$ cat config.mk
export PLATFORM = sky130hd
export DESIGN_NAME = uart_tx_arbiter
export DESIGN_NICKNAME = d
export VERILOG_FILES = /design/src/rtl/uart_pkg.sv /design/src/rtl/uart_rr_pick.sv /design/src/rtl/uart_tx_arbiter.sv
export SDC_FILE = /design/constraint.sdc
export NUM_CORES = 1
export LEC_CHECK = 0
export CORE_ASPECT_RATIO = 1.25
export CORE_MARGIN = 1.5
export CORE_UTILIZATION = 25
export CTS_BUF_LIST = sky130_fd_sc_hd__clkbuf_2
export DETAILED_ROUTE_END_ITERATION = 8
export HOLD_SLACK_MARGIN = 0.02
export PLACE_DENSITY = 0.52
export REMOVE_ABC_BUFFERS = 1
export SYNTH_ARGS = -nofsm -noshare
export SYNTH_HDL_FRONTEND = slang
export SYNTH_SLANG_ARGS = --single-unit
$ cat constraint.sdc
create_clock -name CLK -period 5.5 [get_ports CLK]
set_input_delay 1.1 -clock CLK [delete_from_list [all_inputs] [get_ports CLK]]
set_output_delay 1.1 -clock CLK [all_outputs]
set_load 0.03 [all_outputs]
$ cat src/rtl/uart_pkg.sv
// Shared constants and arbiter state encoding for the uartTx front-end arbiter.
package uart_pkg;

   localparam int unsigned BYTE_W       = 8;
   localparam int unsigned NREQ_DEF     = 4;
   localparam int unsigned WDOG_CYC_DEF = 8;

   typedef enum logic [1:0] {
      ARB_IDLE      = 2'd0,
      ARB_LAUNCH    = 2'd1,
      ARB_WAIT_BUSY = 2'd2,
      ARB_WAIT_DONE = 2'd3
   } arb_state_e;

endpackage

$ cat src/rtl/uart_rr_pick.sv
// Combinational round-robin search: first set request after ptr_i, wrapping modulo NREQ.
module uart_rr_pick
   import uart_pkg::*;
#(
   parameter int unsigned NREQ = NREQ_DEF,
   parameter int unsigned IDW  = 2
) (
   input  logic [NREQ-1:0] req_i,
   input  logic [IDW-1:0]  ptr_i,
   output logic            valid_o,
   output logic [IDW-1:0]  win_o
);

   logic [IDW-1:0] cand;

   // Walk offsets from farthest to nearest so the nearest hit is written last.
   always_comb begin
      valid_o = 1'b0;
      win_o   = '0;
      cand    = '0;
      for (int unsigned off = NREQ; off >= 1; off--) begin
         cand = IDW'((32'(ptr_i) + off) % NREQ);
         if (req_i[cand]) begin
            valid_o = 1'b1;
            win_o   = cand;
         end
      end
   end

endmodule

$ cat src/rtl/uart_tx_arbiter.sv
// Round-robin sharing of one uartTx between NREQ requesters.
// Optional TX_BUSY watchdog enabled by defining UART_ARB_WDOG_EN.
module uart_tx_arbiter
   import uart_pkg::*;
#(
   parameter int unsigned NREQ     = NREQ_DEF,
   parameter int unsigned IDW      = 2,
   parameter int unsigned WDOG_CYC = WDOG_CYC_DEF
) (
   input  logic                     CLK,
   input  logic                     RST_N,
   input  logic [NREQ-1:0]          REQ,
   input  logic [NREQ*BYTE_W-1:0]   DATA_IN,
   output logic [NREQ-1:0]          ACK,
   output logic [IDW-1:0]           CUR_ID,
   output logic                     ARB_BUSY,
   output logic [BYTE_W-1:0]        TX_DIN,
   output logic                     TX_WR_EN,
   input  logic                     TX_BUSY,
   output logic                     ERR
);

   if (NREQ < 2 || NREQ > 8 || IDW < $clog2(NREQ) || WDOG_CYC < 1) begin : g_cfg_bad
      $error("uart_tx_arbiter: unsupported parameter set");
   end

   arb_state_e          state_q, state_d;
   logic [IDW-1:0]      ptr_q, ptr_d;
   logic [IDW-1:0]      cur_id_q, cur_id_d;
   logic [BYTE_W-1:0]   tx_din_q, tx_din_d;
   logic                wr_en_q, wr_en_d;
   logic [NREQ-1:0]     ack_q, ack_d;

   logic                pick_valid;
   logic [IDW-1:0]      pick_id;
   logic [BYTE_W-1:0]   pick_byte;

   uart_rr_pick #(
      .NREQ (NREQ),
      .IDW  (IDW)
   ) u_pick (
      .req_i   (REQ),
      .ptr_i   (ptr_q),
      .valid_o (pick_valid),
      .win_o   (pick_id)
   );

   assign pick_byte = DATA_IN[32'(pick_id)*BYTE_W +: BYTE_W];

`ifdef UART_ARB_WDOG_EN
   localparam int unsigned WDOG_W = (WDOG_CYC > 1) ? $clog2(WDOG_CYC) : 1;

   logic [WDOG_W-1:0]   wdog_q, wdog_d;
   logic                err_q, err_d;
`endif

   always_comb begin
      state_d  = state_q;
      ptr_d    = ptr_q;
      cur_id_d = cur_id_q;
      tx_din_d = tx_din_q;
      wr_en_d  = 1'b1;
      ack_d    = '0;
`ifdef UART_ARB_WDOG_EN
      wdog_d   = wdog_q;
      err_d    = 1'b0;
`endif
      case (state_q)
         ARB_IDLE: begin
            // A still-draining transmitter (e.g. after reset) blocks any grant.
            if (!TX_BUSY && pick_valid) begin
               tx_din_d = pick_byte;
               cur_id_d = pick_id;
               wr_en_d  = 1'b0;
               state_d  = ARB_LAUNCH;
            end
         end
         ARB_LAUNCH: begin
            state_d = ARB_WAIT_BUSY;
`ifdef UART_ARB_WDOG_EN
            wdog_d  = '0;
`endif
         end
         ARB_WAIT_BUSY: begin
            if (TX_BUSY) begin
               ack_d[cur_id_q] = 1'b1;
               ptr_d           = cur_id_q;
               state_d         = ARB_WAIT_DONE;
            end
`ifdef UART_ARB_WDOG_EN
            else if (wdog_q == WDOG_W'(WDOG_CYC - 1)) begin
               // Abandon the launch; the requester keeps REQ and waits its next turn.
               err_d   = 1'b1;
               ptr_d   = cur_id_q;
               state_d = ARB_IDLE;
            end else begin
               wdog_d = wdog_q + 1'b1;
            end
`endif
         end
         ARB_WAIT_DONE: begin
            if (!TX_BUSY) begin
               state_d = ARB_IDLE;
            end
         end
         default: state_d = ARB_IDLE;
      endcase
   end

   always_ff @(posedge CLK or negedge RST_N) begin
      if (!RST_N) begin
         state_q  <= ARB_IDLE;
         ptr_q    <= IDW'(NREQ - 1);
         cur_id_q <= '0;
         tx_din_q <= '0;
         wr_en_q  <= 1'b1;
         ack_q    <= '0;
      end else begin
         state_q  <= state_d;
         ptr_q    <= ptr_d;
         cur_id_q <= cur_id_d;
         tx_din_q <= tx_din_d;
         wr_en_q  <= wr_en_d;
         ack_q    <= ack_d;
      end
   end

`ifdef UART_ARB_WDOG_EN
   always_ff @(posedge CLK or negedge RST_N) begin
      if (!RST_N) begin
         wdog_q <= '0;
         err_q  <= 1'b0;
      end else begin
         wdog_q <= wdog_d;
         err_q  <= err_d;
      end
   end

   assign ERR = err_q;
`else
   assign ERR = 1'b0;
`endif

   assign ACK      = ack_q;
   assign CUR_ID   = cur_id_q;
   assign TX_DIN   = tx_din_q;
   assign TX_WR_EN = wr_en_q;
   assign ARB_BUSY = (state_q != ARB_IDLE);

endmodule

Word-level counts from Yosys, hierarchy flattened
Index checks and enable logic that the tools add are counted.
{ "word_totals": {"wordCells": 57, "ff_bits": 19, "out_inout_bits": 17} }
{ "op_classes": {"n_lt_le_gt_ge": 6, "reduce_logical": 8, "add_sub_neg": 4, "muxes": 26, "eq_ne": 6, "n_shift": 1} }
{ "ops": {"columns": ["cell", "count"], "rows": [
  ["$shiftx 32x6->8", 1],
  ["$lt 2x3->1 const B", 5],
  ["$mux 2", 7],
  ["$mux 1", 11],
  ["$bmux 1 s2", 4],
  ["$mux 4", 2],
  ["$pmux 2 s4", 1],
  ["$ne 2x2->1 const B", 3],
  ["$add 2x1->2 const B", 2],
  ["$add 2x2->2 const B", 2],
  ["$eq 2x2->1 const B", 2],
  ["$reduce_and 2->1", 2],
  ["$reduce_and 3->1", 1],
  ["$demux 1 s2", 1],
  ["$eq 2x1->1 const B", 1],
  ["$ge 2x1->1 const B", 1],
  ["$logic_and 1x1->1", 2],
  ["$logic_not 2->1", 1],
  ["$reduce_bool 2->1", 1],
  ["$logic_not 1->1", 1]
]} }

Depth between registers and ports, before layout
{ "logic_depth": {"word_depth": 10, "ltp_mapped": 7, "ltp_nobuf": 7} }

Cells and area by module
Synthesis repeated with hierarchy kept, for this count alone.
{ "unflattened": {"hier_cells": 82, "hier_area_um2": 1056.0} }
{ "by_module_without_submodules": {"columns": ["mod", "cells_each", "instances", "area_each_um2"], "rows": [
  ["uart_tx_arbiter", 68, 1, 964.7],
  ["uart_rr_pick", 14, 1, 91.3]
]} }

Least setup slack after synthesis
No wires, ideal clock.
{ "synth_path": {"path_type": "input -> register", "startpoint": "input REQ[3]", "endpoint": "register tx_din_q[0], in the netlist TX_DIN[0]", "slack_ps": 3196, "setup_time_ps": 148, "path_buffers": 0, "path_stages": 5, "arrival_ps": 2156, "cell_sequence": "nand2b_1 a21boi_0 o31ai_4 a211oi_1 a211oi_1"} }
{ "synth_via": {"elab_chain_cells": 8, "word_cells_on_any_way": 19, "cone_classes": "1 x shift; 16 x mux; 2 x reduce/logical"} }
{ "synth_rtl": {"columns": ["element", "line", "source"], "rows": [
  ["start: declaration", "uart_tx_arbiter.sv:12", "input logic [NREQ-1:0] REQ,"],
  ["parallel branches: the longest is 8 deep, another holds $shiftx 32x6->8", null, null],
  ["end signal: assignment", "uart_tx_arbiter.sv:122", "tx_din_q <= tx_din_d;"],
  ["end: declaration", "uart_tx_arbiter.sv:30", "logic [BYTE_W-1:0] tx_din_q, tx_din_d;"]
]} }
Parallel ways; which one is timed is not known. The select of a mux whose other input is x is not followed.
A chain may end at the register's enable or synchronous reset.

Final worst setup path
{ "layout_path": {"startpoint": "register state_q[1]", "endpoint": "output ARB_BUSY"} }
{ "layout_via": {"elab_chain_cells": 1} }
{ "layout_rtl": {"columns": ["element", "line", "source"], "rows": [
  ["start: declaration", "uart_tx_arbiter.sv:27", "arb_state_e state_q, state_d;"],
  ["start signal: assignment", "uart_tx_arbiter.sv:119", "state_q <= state_d;"],
  ["$reduce_bool 2->1", "uart_tx_arbiter.sv:148", "assign ARB_BUSY = (state_q != ARB_IDLE);"],
  ["end: declaration", "uart_tx_arbiter.sv:16", "output logic ARB_BUSY,"]
]} }
Every way passes these cells.

==> results.py <==
metrics = {
    "outcome": {
        "outcome": "finished, final reports clean",
    },
    "sta": {
        "clock.fmax_ghz": 0.341,
        "rsz0062_at_grt": "false",
        "setup_viol_count_final": 0,
        "fin_crit_sh": 0.534,
        "worstMarginPinSlew_ns": 0.833,
        "relSlewSlack": 0.443,
        "fin_worst_skew_ns": 0.0189,
        "min_period_ns": 2.93,
        "hold_viol_final": 0,
        "slew_viol_final": 0,
        "tns_ns": 0,
    },
    "detailed_routing": {
        "ant_nets": 0,
        "viasPerCell": 4.60,
        "route.vias.total": 1016,
        "wire_per_inst_um": 13.3,
        "drt_iter0_markers": 34,
        "finalWirelength_mm": 2.93,
        "dr.pass1.iters": 4,
        "remaining_drc_errors": 0,
    },
    "synth": {
        "synth_edf_count": 0,
        "async_flop_share": 1.00,
        "synthCells": 107,
        "synth_top_area_cell": "dfrtp_1",
        "netlist.area_leader.share": 0.357,
        "synth-seq-cells": 19,
        "yosys_warnings": 0,
        "synth.most_common_cell": "a211oi_1",
        "ys_types": 30,
        "synth_common_cells": "a211oi_1, dfrtp_1, nor2_1",
        "synth_area_um2": 1120,
        "ys_seq_area_frac": 0.427,
        "avgSynthCellArea_um2": 10.5,
        "synthFlopType": "dfrtp_1",
        "synthTopCellsByArea": "dfrtp_1, a211oi_1, mux2i_1",
    },
    "final_layout": {
        "diodes": 0,
        "postLayoutCoreUtil": 0.399,
        "syn2layout_area_growth_pct": 55.0,
        "final_cells": 221,
        "final_nets": 207,
        "drive_gt1_frac": 0.0982,
        "multi_input_area_um2": 606,
        "num-fill-cells": 432,
        "seqCellArea_um2": 479,
    },
    "clocking": {
        "path_clk_slew_ns": 0.18,
        "cts_root_buf": "clkbuf_2",
        "cts_max_level": 1,
        "clkSinkCount": 19,
        "cts_tree": "yes",
        "clkLatencyLatePin_ns": 0.34,
        "cts_resized": 0,
        "hold_buffers": 0,
        "clockBufferDepth": 2,
        "cts_made_buffers": 3,
        "postCtsSetupBuffers": 0,
    },
    "global_route": {
        "track_usage": 0.122,
        "grt_pass1_vias": 1046,
        "grt_max_degree": 20,
        "antenna_found_initial": 0,
        "grt_pass1_wl_mm": 4.82,
        "grt_overflow_total": 0,
    },
    "worst_hold_path": {
        "min_path_type": "flip-flop to flip-flop",
        "worstHoldPathCells": 2,
        "whs_endpoint": "ptr_q[0]",
        "holdCritStartpoint": "ptr_q[0]",
    },
    "worst_setup_path": {
        "path_buf_inv": 3,
        "cp.required_ns": 4.40,
        "crit_path_frequent_cell": "inv_1",
        "cp_max_fo": 4,
        "cpLargestDelayFamily": "buffers and inverters",
        "path_class": "flip-flop to primary output",
        "r2r-start": "state_q[0]",
        "path_cells": "inv_1 -> ha_1 -> inv_1 -> clkdlybuf4s50_1",
        "ff2ff_setup_slack_ns": 3.18,
        "crit_slowest_cell": "clkdlybuf4s50_1",
        "r2r-end": "TX_DIN[5]",
        "ff2ff_path_depth": 7,
        "cp-start-kind": "flip-flop",
        "arrival_ns": 1.83,
        "critPathMaxStageDelay_ns": 0.68,
        "critical_path.endpoint_type": "primary output",
    },
    "die": {
        "start_util": 0.258,
        "die_w_um": 62.9,
        "core-area_um2": 4360,
        "die_h_um": 77.9,
        "dieArea_um2": 4900,
        "row_count": 27,
        "ios": 56,
    },
    "run": {
        "max_cap_violations": 0,
    },
    "pwr": {
        "vdd_drop_max_uv": 127,
        "p_per_area_nw_per_um2": 432,
        "p_leak_nw": 0.673,
    },
    "placed_design": {
        "post-dp-hpwl_mm": 2.32,
        "gp_congestion": 0.759,
        "dp.cells": 217,
        "numPortBuffers": 54,
    },
}
-- sequential cells by signal (all words and copies together) (netlist names) --
signal	cells
TX_DIN	8
CUR_ID	2
TX_WR_EN	1
ptr_q	2
state_q	2
ACK	4
-- how the worst max path moves through the flow --
stage	start	to	slack (ns)	depth (start not counted)
final	state_q[1]	ARB_BUSY	2.57	4
after global routing	REQ[3]	TX_DIN[4]	2.40	6
after CTS	state_q[1]	ARB_BUSY	2.55	4
after detailed placement	REQ[3]	TX_DIN[5]	2.23	6
after global placement	REQ[1]	TX_DIN[2]	2.26	6
after floorplan	REQ[3]	TX_DIN[0]	3.20	5
-- layer usage --
metal / wire length (um) / global-route usage
met5: 0 / 0
met4: 53 / 0.0378
met3: 176 / 0.0246
met1: 1220 / 0.147
met2: 1490 / 0.216
-- final cells by class --
cell class	count	area share
repair buffers	54	0.311
clock buffers	3	0.00863
flip-flops and latches	19	0.276
inverters	5	0.0108
multi-input cells	81	0.348
clock inverters	1	0.00432
well taps	58	0.0417
-- tightest hold or removal path: stages (launching register included) --
cell     delay [ns]
dfstp_2        0.42
nand2_1        0.05
nand2_1        0.05
-- cells in the final DEF, fill, tap and decap left out, drive strengths merged, types with 2 or more instances in the layout --
| master | n |
|---|---|
| clkdlybuf4s50 | 54 |
| a211oi | 17 |
| dfrtp | 16 |
| nor2 | 13 |
| mux2i | 9 |
| o21a | 8 |
| nand2 | 5 |
| inv | 5 |
| ha | 4 |
| nor3 | 4 |
| o21ai | 4 |
| a21oi | 4 |
| dfstp | 3 |
| nand2b | 3 |
| clkbuf | 3 |
| nor4 | 2 |
-- through the flow --
| stage | cell area, um2 | total power [mW] | hold slack (ns) | setup slack [ns] |
|---|---|---|---|---|
| 2_1_floorplan | 1100 | 0.522 | 0.457 | 3.20 |
| 3_3_place_gp | 1720 | 0.685 | 0.479 | 2.26 |
| 3_5_place_dp | 1720 | 0.695 | 0.476 | 2.23 |
| 4_1_cts | 1740 | 0.761 | 0.502 | 2.55 |
| 5_1_grt | 1740 | 0.803 | 0.554 | 2.40 |
| 6_report | 1740 | 0.752 | 0.501 | 2.57 |
-- report_power, final --
part           leakage (nW)  internal [mW]  switching [mW]
Sequential            0.223          0.202          0.0436
Combinational         0.437          0.192           0.248
Clock                0.0126         0.0169          0.0492
-- cell families after synthesis --
logic type,synth area share
AO/OA/AOI/OAI,0.249
AND/OR/NAND/NOR,0.153
flip-flops,0.427
multiplexers,0.0903
buffers and inverters,0.0334
adder cells (fa/ha/maj),0.0446
other,0.00334
(Power assumes the default switching activity.)
